--- src/rtl/serial_adder_ctrl.sv ---
// serial_adder_ctrl: bit-serial add/subtract engine sequencing one full-adder slice over WIDTH cycles
module full_adder (
  input  logic a,
  input  logic b,
  input  logic ci,
  output logic s,
  output logic co
);
  logic p;
  assign p  = a ^ b;
  assign s  = p ^ ci;
  assign co = p ? ci : a;
endmodule

module serial_adder_ctrl #(
  parameter int WIDTH = 8,
  localparam int CNT_W = $clog2(WIDTH + 1)
) (
  input  logic             clk,
  input  logic             rst,
  input  logic             start,
  input  logic             sub,
  input  logic [WIDTH-1:0] op_a,
  input  logic [WIDTH-1:0] op_b,
  output logic             busy,
  output logic             done,
  output logic [WIDTH-1:0] sum,
  output logic             cout,
  output logic             ovf
);
  typedef enum logic [1:0] {IDLE, RUN, DONE} state_t;
  state_t state, nxt;
  logic [WIDTH-1:0] a_sr, b_sr, r_nxt;
  logic [WIDTH-2:0] r_sr;
  logic [CNT_W-1:0] cnt;
  logic carry, s, c_next, last;
  full_adder u_fa (.a(a_sr[0]), .b(b_sr[0]), .ci(carry), .s(s), .co(c_next));
  assign r_nxt = {s, r_sr};
  assign last  = cnt == CNT_W'(WIDTH - 1);
  assign busy  = state == RUN;
  assign done  = state == DONE;
  always_comb begin
    nxt = state == IDLE ? (start ? RUN : IDLE) : state == RUN ? (last ? DONE : RUN) : IDLE;
  end
  always_ff @(posedge clk or posedge rst) begin
    if (rst) begin
      state <= IDLE;
      a_sr  <= '0;
      b_sr  <= '0;
      r_sr  <= '0;
      carry <= 1'b0;
      cnt   <= '0;
      sum   <= '0;
      cout  <= 1'b0;
      ovf   <= 1'b0;
    end else begin
      state <= nxt;
      if (state == IDLE && start) begin
        a_sr  <= op_a;
        b_sr  <= sub ? ~op_b : op_b;
        carry <= sub;
        cnt   <= '0;
      end else if (state == RUN) begin
        a_sr  <= a_sr >> 1;
        b_sr  <= b_sr >> 1;
        r_sr  <= r_nxt[WIDTH-1:1];
        carry <= c_next;
        cnt   <= cnt + CNT_W'(1);
        // carry register still holds the carry into the MSB on the final step
        if (last) begin
          sum  <= r_nxt;
          cout <= c_next;
          ovf  <= carry ^ c_next;
        end
      end
    end
  end
endmodule
--- config.mk ---
export PLATFORM = sky130hd
export DESIGN_NAME = serial_adder_ctrl
export DESIGN_NICKNAME = d
export VERILOG_FILES = /design/src/rtl/serial_adder_ctrl.sv
export SDC_FILE = /design/constraint.sdc
export NUM_CORES = 1
export LEC_CHECK = 0
export CAP_MARGIN = 20
export CORE_MARGIN = 5
export CORE_UTILIZATION = 25
export CTS_CLUSTER_DIAMETER = 100
export DETAILED_ROUTE_END_ITERATION = 12
export GPL_TIMING_DRIVEN = 0
export SLEW_MARGIN = 20
export SYNTH_ARGS = -nofsm -noshare
export SYNTH_HDL_FRONTEND = slang
export SYNTH_HIERARCHICAL = 1
export SYNTH_SLANG_ARGS = --single-unit
--- constraint.sdc ---
create_clock -name clk -period 1.9 [get_ports clk]
set_clock_uncertainty 0.15 [all_clocks]
set_input_delay 0.285 -clock clk [delete_from_list [all_inputs] [get_ports clk]]
set_output_delay 0.285 -clock clk [all_outputs]
set_load 0.005 [all_outputs]
### Word-level counts from Yosys, hierarchy flattened

Index checks and enable logic that the tools add are counted.

| cells by class | value |
|---|---|
| equal/unequal tests | 3 |
| reductions and logical operators | 5 |
| bitwise logic cells | 5 |
| multiplexer cells | 14 |
| add/sub/neg operators | 1 |

Operators by type and width:

| kind | number |
|---|---|
| $mux 8 | 5 |
| $mux 4 | 2 |
| $not 8->8 | 1 |
| $mux 2 | 3 |
| $add 4x1->4 const B | 1 |
| $eq 4x3->1 const B | 1 |
| $mux 1 | 4 |
| $reduce_and 3->1 | 1 |
| $xor 1x1->1 | 3 |
| $eq 2x1->1 const B | 1 |
| $eq 2x2->1 const B | 1 |
| $logic_not 2->1 | 1 |
| $reduce_and 2->1 | 1 |
| $reduce_bool 2->1 | 1 |
| $logic_and 1x1->1 | 1 |
| $not 1->1 | 1 |

| word-level totals | value |
|---|---|
| logic and storage cells | 37 |
| register bits after elaboration | 40 |
| input bits | 20 |
| output and inout port bits | 12 |

### Depth between registers and ports, before layout

Gate-level depths: netlist (run 1).

| depth | value |
|---|---|
| depth after elaboration | 4 |
| depth in mapped cells | 6 |
| mapped depth without buffers | 4 |

### Modules after synthesis

Netlist (run 1), hierarchy kept.

By module, submodules not included:

| module | times used | cells an instance | area an instance (µm²) | seq. area each (µm²) |
|---|---|---|---|---|
| serial_adder_ctrl | 1 | 163 | 1780.5 | 1001.0 |
| full_adder | 1 | 2 | 33.8 | 0.0 |

### Worst setup path after synthesis (run 1)

Ideal clock, no wire load.

| timing | value |
|---|---|
| path kind | flip-flop to flip-flop |
| from | reg state[1] |
| to | reg ovf |
| arrival | 1350 ps |
| path buffers | 2 |
| period minus slack after synthesis | 1625 ps |
| path slack | 275 ps |
| required time | 1625 ps |
| cell stages (with the launch flop) | 6 |
| setup time | 125 ps |
| cell sequence | dfrtp_1 -> nand2b_1 -> buf_6 -> nor3_4 -> buf_6 -> mux2_2 |

| between the ends | value |
|---|---|
| longest elaborated chain between the ends | 4 |
| elaborated cells on any way between the ends | 5 |
| those cells by class | 1 x eq/ne; 1 x bitwise; 3 x reduce/logical |

RTL lines:

| item | RTL line | text |
|---|---|---|
| from (decl) | 32 | `state_t state, nxt;` |
| from (signal assigned) | 57 | `state <= nxt;` |
| $logic_not 2->1 | 58 | `if (state == IDLE && start) begin` |
| $logic_and 1x1->1 | 58 |  |
| $not 1->1 (no source line) | -- |  |
| $reduce_and 3->1 (no source line) (*) | -- |  |
| to (signal assigned) | 73 | `ovf <= carry ^ c_next;` |
| to (decl) | 29 | `output logic ovf` |

Every way passes the cells marked *; elsewhere a longest branch is shown, timed or not.
A chain may end at the register's enable or synchronous reset.

### Worst setup path after layout (run 1)

| timing | value |
|---|---|
| from | reg state[0] |
| to | out busy |

| between the ends | value |
|---|---|
| longest elaborated chain between the ends | 1 |

RTL lines:

| item | RTL line | text |
|---|---|---|
| $eq 2x1->1 | 40 | `assign busy = state == RUN;` |
| to (decl) | 25 | `output logic busy,` |

No other way between the ends.

==> flow_summary.yaml, run 1 <==
synth:
  synthesis.nets: 186
  synth_area_um2: 1810
  synth_compound_area_share_pct: 12.3
  synth-async-reset-ratio_pct: 100
  syn_avg_cell_area_um2: 11.0
  yosysWarningCount: 6
  synth_top_family_by_area: "simple AND/OR/NAND/NOR gates"
  synth-seq-cells: 40
  synthAdderAreaFrac_pct: 1.24
  synth-edff-count: 0
  synth-main-ff-cell: "dfrtp_1"
  yosys.area_share.simple_pct: 12.8
  synth_xor_area_share_pct: 5.66
  synth.area.mux_share_pct: 9.52
  synth.distinct_cells: 22
  syn_inst: 165
  synth-seq-area-share_pct: 55.2
clock_network:
  cts.clk_slew.worst_paths_ns: 0.08
  cts_buffer_depth: 2
  clock_sinks: 40
  root_buffer: "clkbuf_8"
  cts_hold_buf: 0
  h-tree-depth: 2
  tritoncts: "built"
  insertion_delay_ns: 0.29
  cts_buffers: 5
setup_path:
  r2r_slack_ns: 0.15
  cp.required_ns: 1.46
  end_kind: "output port"
  crit_fanout: 10
  cp_data_arrival_time_ns: 1.35
  criticalPathCategory: "reg2out"
  start_kind: "flop"
sta:
  rsz0062_at_grt: "false"
  min_period_over_period_pct: 93.8
  worst-slew-pin-transition_ns: 0.481
  fin_setup_tns_ns: 0
  max_freq_ghz: 0.561
  whs_ns: 0.175
  hold_violations: 0
  min_period_ns: 1.78
  setup_viol: 0
  max-slew-margin-rel_pct: 67.9
  drv_slew: 0
cells_and_area:
  fin_nets: 229
  final_cell_mix: "dfrtp_1, nand2_1, clkdlybuf4s50_1, o21ai_0"
  drive_above_1_share_pct: 16.7
  final_common_cell: "dfrtp_1"
  seqCellArea_um2: 1000
  area_delta_synth_final_pct: 33.4
  antenna_cells: 0
  fill_cells: 741
  multi_input_area_um2: 753
grt:
  antenna_found_initial: 0
  grt_use_total_pct: 8.96
  overflow: 0
  grt_max_degree: 22
  grt_pass1_wl_um: 6230
  grt_pass1_vias: 1356
routing:
  avgViaCountPerCell: 4.30
  drc_errors: 0
  wl_per_cell_um: 12.2
  vias: 1323
  drt-total-wl_um: 3760
  drt-pass1-iter-count: 4
  antenna_left: 0
  first_iter_violations: 50
power:
  peakVddDrop_uv: 367
  p_per_area_nw_per_um2: 1370
  leakage_nw: 1.06
job:
  maxCapViolCount: 0
hold_path:
  hold_class: "in2async"
die:
  start_util_pct: 25.3
  die_area_um2: 9060
  core-area_um2: 7180
  die_w_um: 95.2
  rows: 31
  io_pins: 32
  die_h_um: 95.2
placement:
  dp_hpwl_um: 2680
  gp_congestion: 0.744
  portBuffers: 30
run_status:
  outcome: "completed"
## repair_timing
action | in CTS | in global routing
setup endpoints to repair | 2 | 1
pin swaps | 0 | 0
setup buffers | 4 | 2
gates resized for setup | 10 | 0
## layer usage
layer | wire length, µm | share of wire (%) | global-route usage (%)
met3 | 162 | 4.3 | 2.60
met4 | 83 | 2.2 | 4.45
met2 | 1840 | 49 | 14.5
met5 | 0 | 0 | 0
met1 | 1680 | 45 | 10.9
## final timing paths
check,startpoint,to,cells after the start
max in group asynchronous,rst,state[0],3
worst max register to register,state[1],sum[5],6
min in group clk,sub,carry,3
worst min register to register,r_sr[0],r_sr[0],2
worst max-delay path,state[0],busy,5
worst min-delay path,rst,a_sr[2],2
## Yosys cell counts (4+ instances only)
master / count / area [µm²]
nor2b_1: 7 / 43.8
mux2i_1: 6 / 60.1
clkbuf_1: 4 / 15.0
a21oi_1: 4 / 20.0
a22oi_1: 10 / 75.1
mux2_2: 10 / 113
nand2_1: 35 / 131
o21ai_0: 19 / 95.1
dfrtp_1: 40 / 1000
xor2_1: 9 / 78.8
## through the flow
stage	cells	setup slack, ns	power (W)	instance area, µm²	utilization [%]
after floorplan	165	0.275	0.00217	1810	-
after global placement	294	-0.355	0.00263	2240	31.2
after detailed placement	295	-0.269	0.00266	2270	31.6
after CTS	306	0.0234	0.00333	2400	33.5
after global routing	308	0.0339	0.00359	2420	33.7
final	308	0.119	0.00331	2420	33.7
## area by class of cell
class / count / share of cell area, %
Clock inverter: 2 / 0.414
Buffer: 8 / 2.69
Inverter: 2 / 0.465
Sequential cell: 40 / 41.4
Clock buffer: 6 / 3.41
Multi-Input combinational cell: 114 / 31.1
Timing Repair Buffer: 37 / 15.4
Tap cell: 99 / 5.12
## flip-flops by register name, indices dropped and copies added, names as in the netlist
register	flops
r_sr	7
sum	8
b_sr	8
state	2
carry	1
cout	1
cnt	4
a_sr	8
ovf	1
## power by group
part,switching (W),internal (W)
combinational,0.000563,0.000720
sequential,0.000237,0.00121
clock,0.000292,0.000290
total,0.00109,0.00222
## kinds of logic after synthesis
| logic type | after synthesis |
|---|---|
| and+or+nand+nor | 49 |
| xor gates and xnor gates | 10 |
| muxes | 16 |
| buffers and inverters | 11 |
| AOI/OAI and AO/OA | 37 |
| DFF | 40 |
| adders and majority gates | 2 |
## critical path, cell delays in order, from the launching register on
cell             delay [ns]
dfrtp_2                0.43
nand2b_1               0.09
buf_6                  0.12
clkinvlp_4             0.08
buf_6                  0.14
clkdlybuf4s15_1        0.20
(Power assumes the default switching activity.)
==> inputs of run 2 (changes only) <==
RECOVER_POWER = 50   (was not set)
==> run 2 against run 1 <==
Design area stayed put. Maximum frequency stayed put. Power hardly changed. Critical path depth is the same. Sequential power hardly changed.
==> flow_summary.yaml, run 2 (synthesized netlist as in run 1, its figures left out) <==
power:
  p_clk_share_pct: 17.6
  combPwrFrac_pct: 38.7
  peakVddDrop_uv: 367
  p_sw_w: 0.00109
  fin_total_pwr_w: 0.00331
  netSwitchingFraction_pct: 32.9
  p_int_w: 0.00222
  leakage_nw: 1.06
  p_per_area_nw_per_um2: 1370
  pwr-share-seq_pct: 43.7
clock_network:
  cts_buffer_depth: 2
  clock_sinks: 40
  cts_buffers: 5
  root_buffer: "clkbuf_8"
  cts_hold_buf: 0
  h-tree-depth: 2
  insertion_delay_ns: 0.29
  cts.clk_slew.worst_paths_ns: 0.08
  tritoncts: "built"
sta:
  rsz0062_at_grt: "false"
  max_freq_ghz: 0.561
  whs_ns: 0.309
  hold_violations: 0
  min_period_over_period_pct: 93.8
  fin_ws_ns: 0.119
  worst-slew-pin-transition_ns: 0.867
  max-slew-margin-rel_pct: 42.1
  drv_slew: 0
  min_period_ns: 1.78
  setup_viol: 0
placement:
  portBuffers: 30
  dp_hpwl_um: 2680
  gp_congestion: 0.744
  place_ws_ns: -0.269
  dp.cells: 295
  dpl_cell_area_um2: 2270
die:
  die_area_um2: 9060
  die_h_um: 95.2
  rows: 31
  core-area_um2: 7180
  io_pins: 32
  die_w_um: 95.2
  start_util_pct: 25.3
routing:
  antenna_left: 0
  wl_per_cell_um: 12.2
  avgViaCountPerCell: 4.30
  drc_errors: 0
  vias: 1323
  first_iter_violations: 50
  drt-total-wl_um: 3760
  drt-pass1-iter-count: 4
setup_path:
  crit_fanout: 10
  end_kind: "output port"
  cp_data_arrival_time_ns: 1.35
  criticalPathCategory: "reg2out"
  cp.required_ns: 1.46
  start_kind: "flop"
cells_and_area:
  fin_area_um2: 2420
  final_cell_mix: "dfrtp_1, nand2_1, clkdlybuf4s50_1, o21ai_0"
  final_common_cell: "dfrtp_1"
  top_regs: "a_sr: 8 flops, b_sr: 8 flops, sum: 8 flops"
  antenna_cells: 0
  area_delta_synth_final_pct: 33.4
  drive_above_1_share_pct: 16.3
  fin_nets: 229
  finalNonFillerCells: 308
  fill_cells: 741
hold_path:
  hold_class: "in2reg"
grt:
  antenna_found_initial: 0
  grt_max_degree: 22
  grt_use_total_pct: 8.96
  grt_pass1_vias: 1356
  grt_pass1_wl_um: 6230
  overflow: 0
run_status:
  outcome: "completed"
job:
  maxCapViolCount: 0
## run 2: cell types whose count changed in the layout (fill, tap and decap cells not counted)
cell and delta:
clkdlybuf4s50_1 -1, dlygate4sd3_1 +1, inv_1 +1, inv_2 -1
## run 2: cell type report
cell class,instances,area [µm²],area share [%]
plain buffers,8,65.1,2.69
clock inverters,2,10.0,0.414
multi-input cells,114,753,31.1
clock buffers,6,82.6,3.41
well taps,99,124,5.12
repair buffers,37,372,15.4
flip-flops and latches,40,1000,41.4
inverters,2,11.3,0.465
## run 2: critical path, cell delays in order (launching register included)
cell and delay [ns]:
dfrtp_2 0.43, nand2b_1 0.09, buf_6 0.12, clkinvlp_4 0.08
buf_6 0.14, clkdlybuf4s15_1 0.20
## run 2: routing by layer
layer	up-vias	track usage (%)	part of all wire, %
li1	649	-	-
met1	648	10.9	45
met2	19	14.5	49
met3	7	2.60	4.3
met4	0	4.45	2.2
met5	-	0	0
## run 2: worst paths after layout
check	cells past startpoint	endpoint	slack, ns	start
min	3	carry	0.31	sub
max reg2reg	6	sum[5]	0.15	state[1]
max in group asynchronous	3	state[0]	0.54	rst
max	5	busy	0.12	state[0]
min in group asynchronous	2	a_sr[2]	0.46	rst
min reg2reg	2	r_sr[0]	0.33	r_sr[0]
## run 2: power by group through the flow
stage / sequential (W) / combinational, W / clock (W)
after floorplan: 0.00142 / 0.000747 / 0
after global placement: 0.00146 / 0.00116 / 0
after detailed placement: 0.00148 / 0.00118 / 0
after CTS: 0.00145 / 0.00128 / 0.000603
after global routing: 0.00150 / 0.00145 / 0.000641
final: 0.00145 / 0.00128 / 0.000581
## run 2: what timing repair did
action	4_1_cts	5_1_grt
pin swaps	0	0
buffers inserted	4	2
setup endpoints to repair	2	1
gates resized for setup	10	0
## run 2: through the flow
step                setup TNS [ns]  util [%]
floorplan                        0         -
global placement            -15.03      31.2
detailed placement          -0.935      31.6
CTS                              0      33.5
global route                     0      33.7
finish                           0      33.7
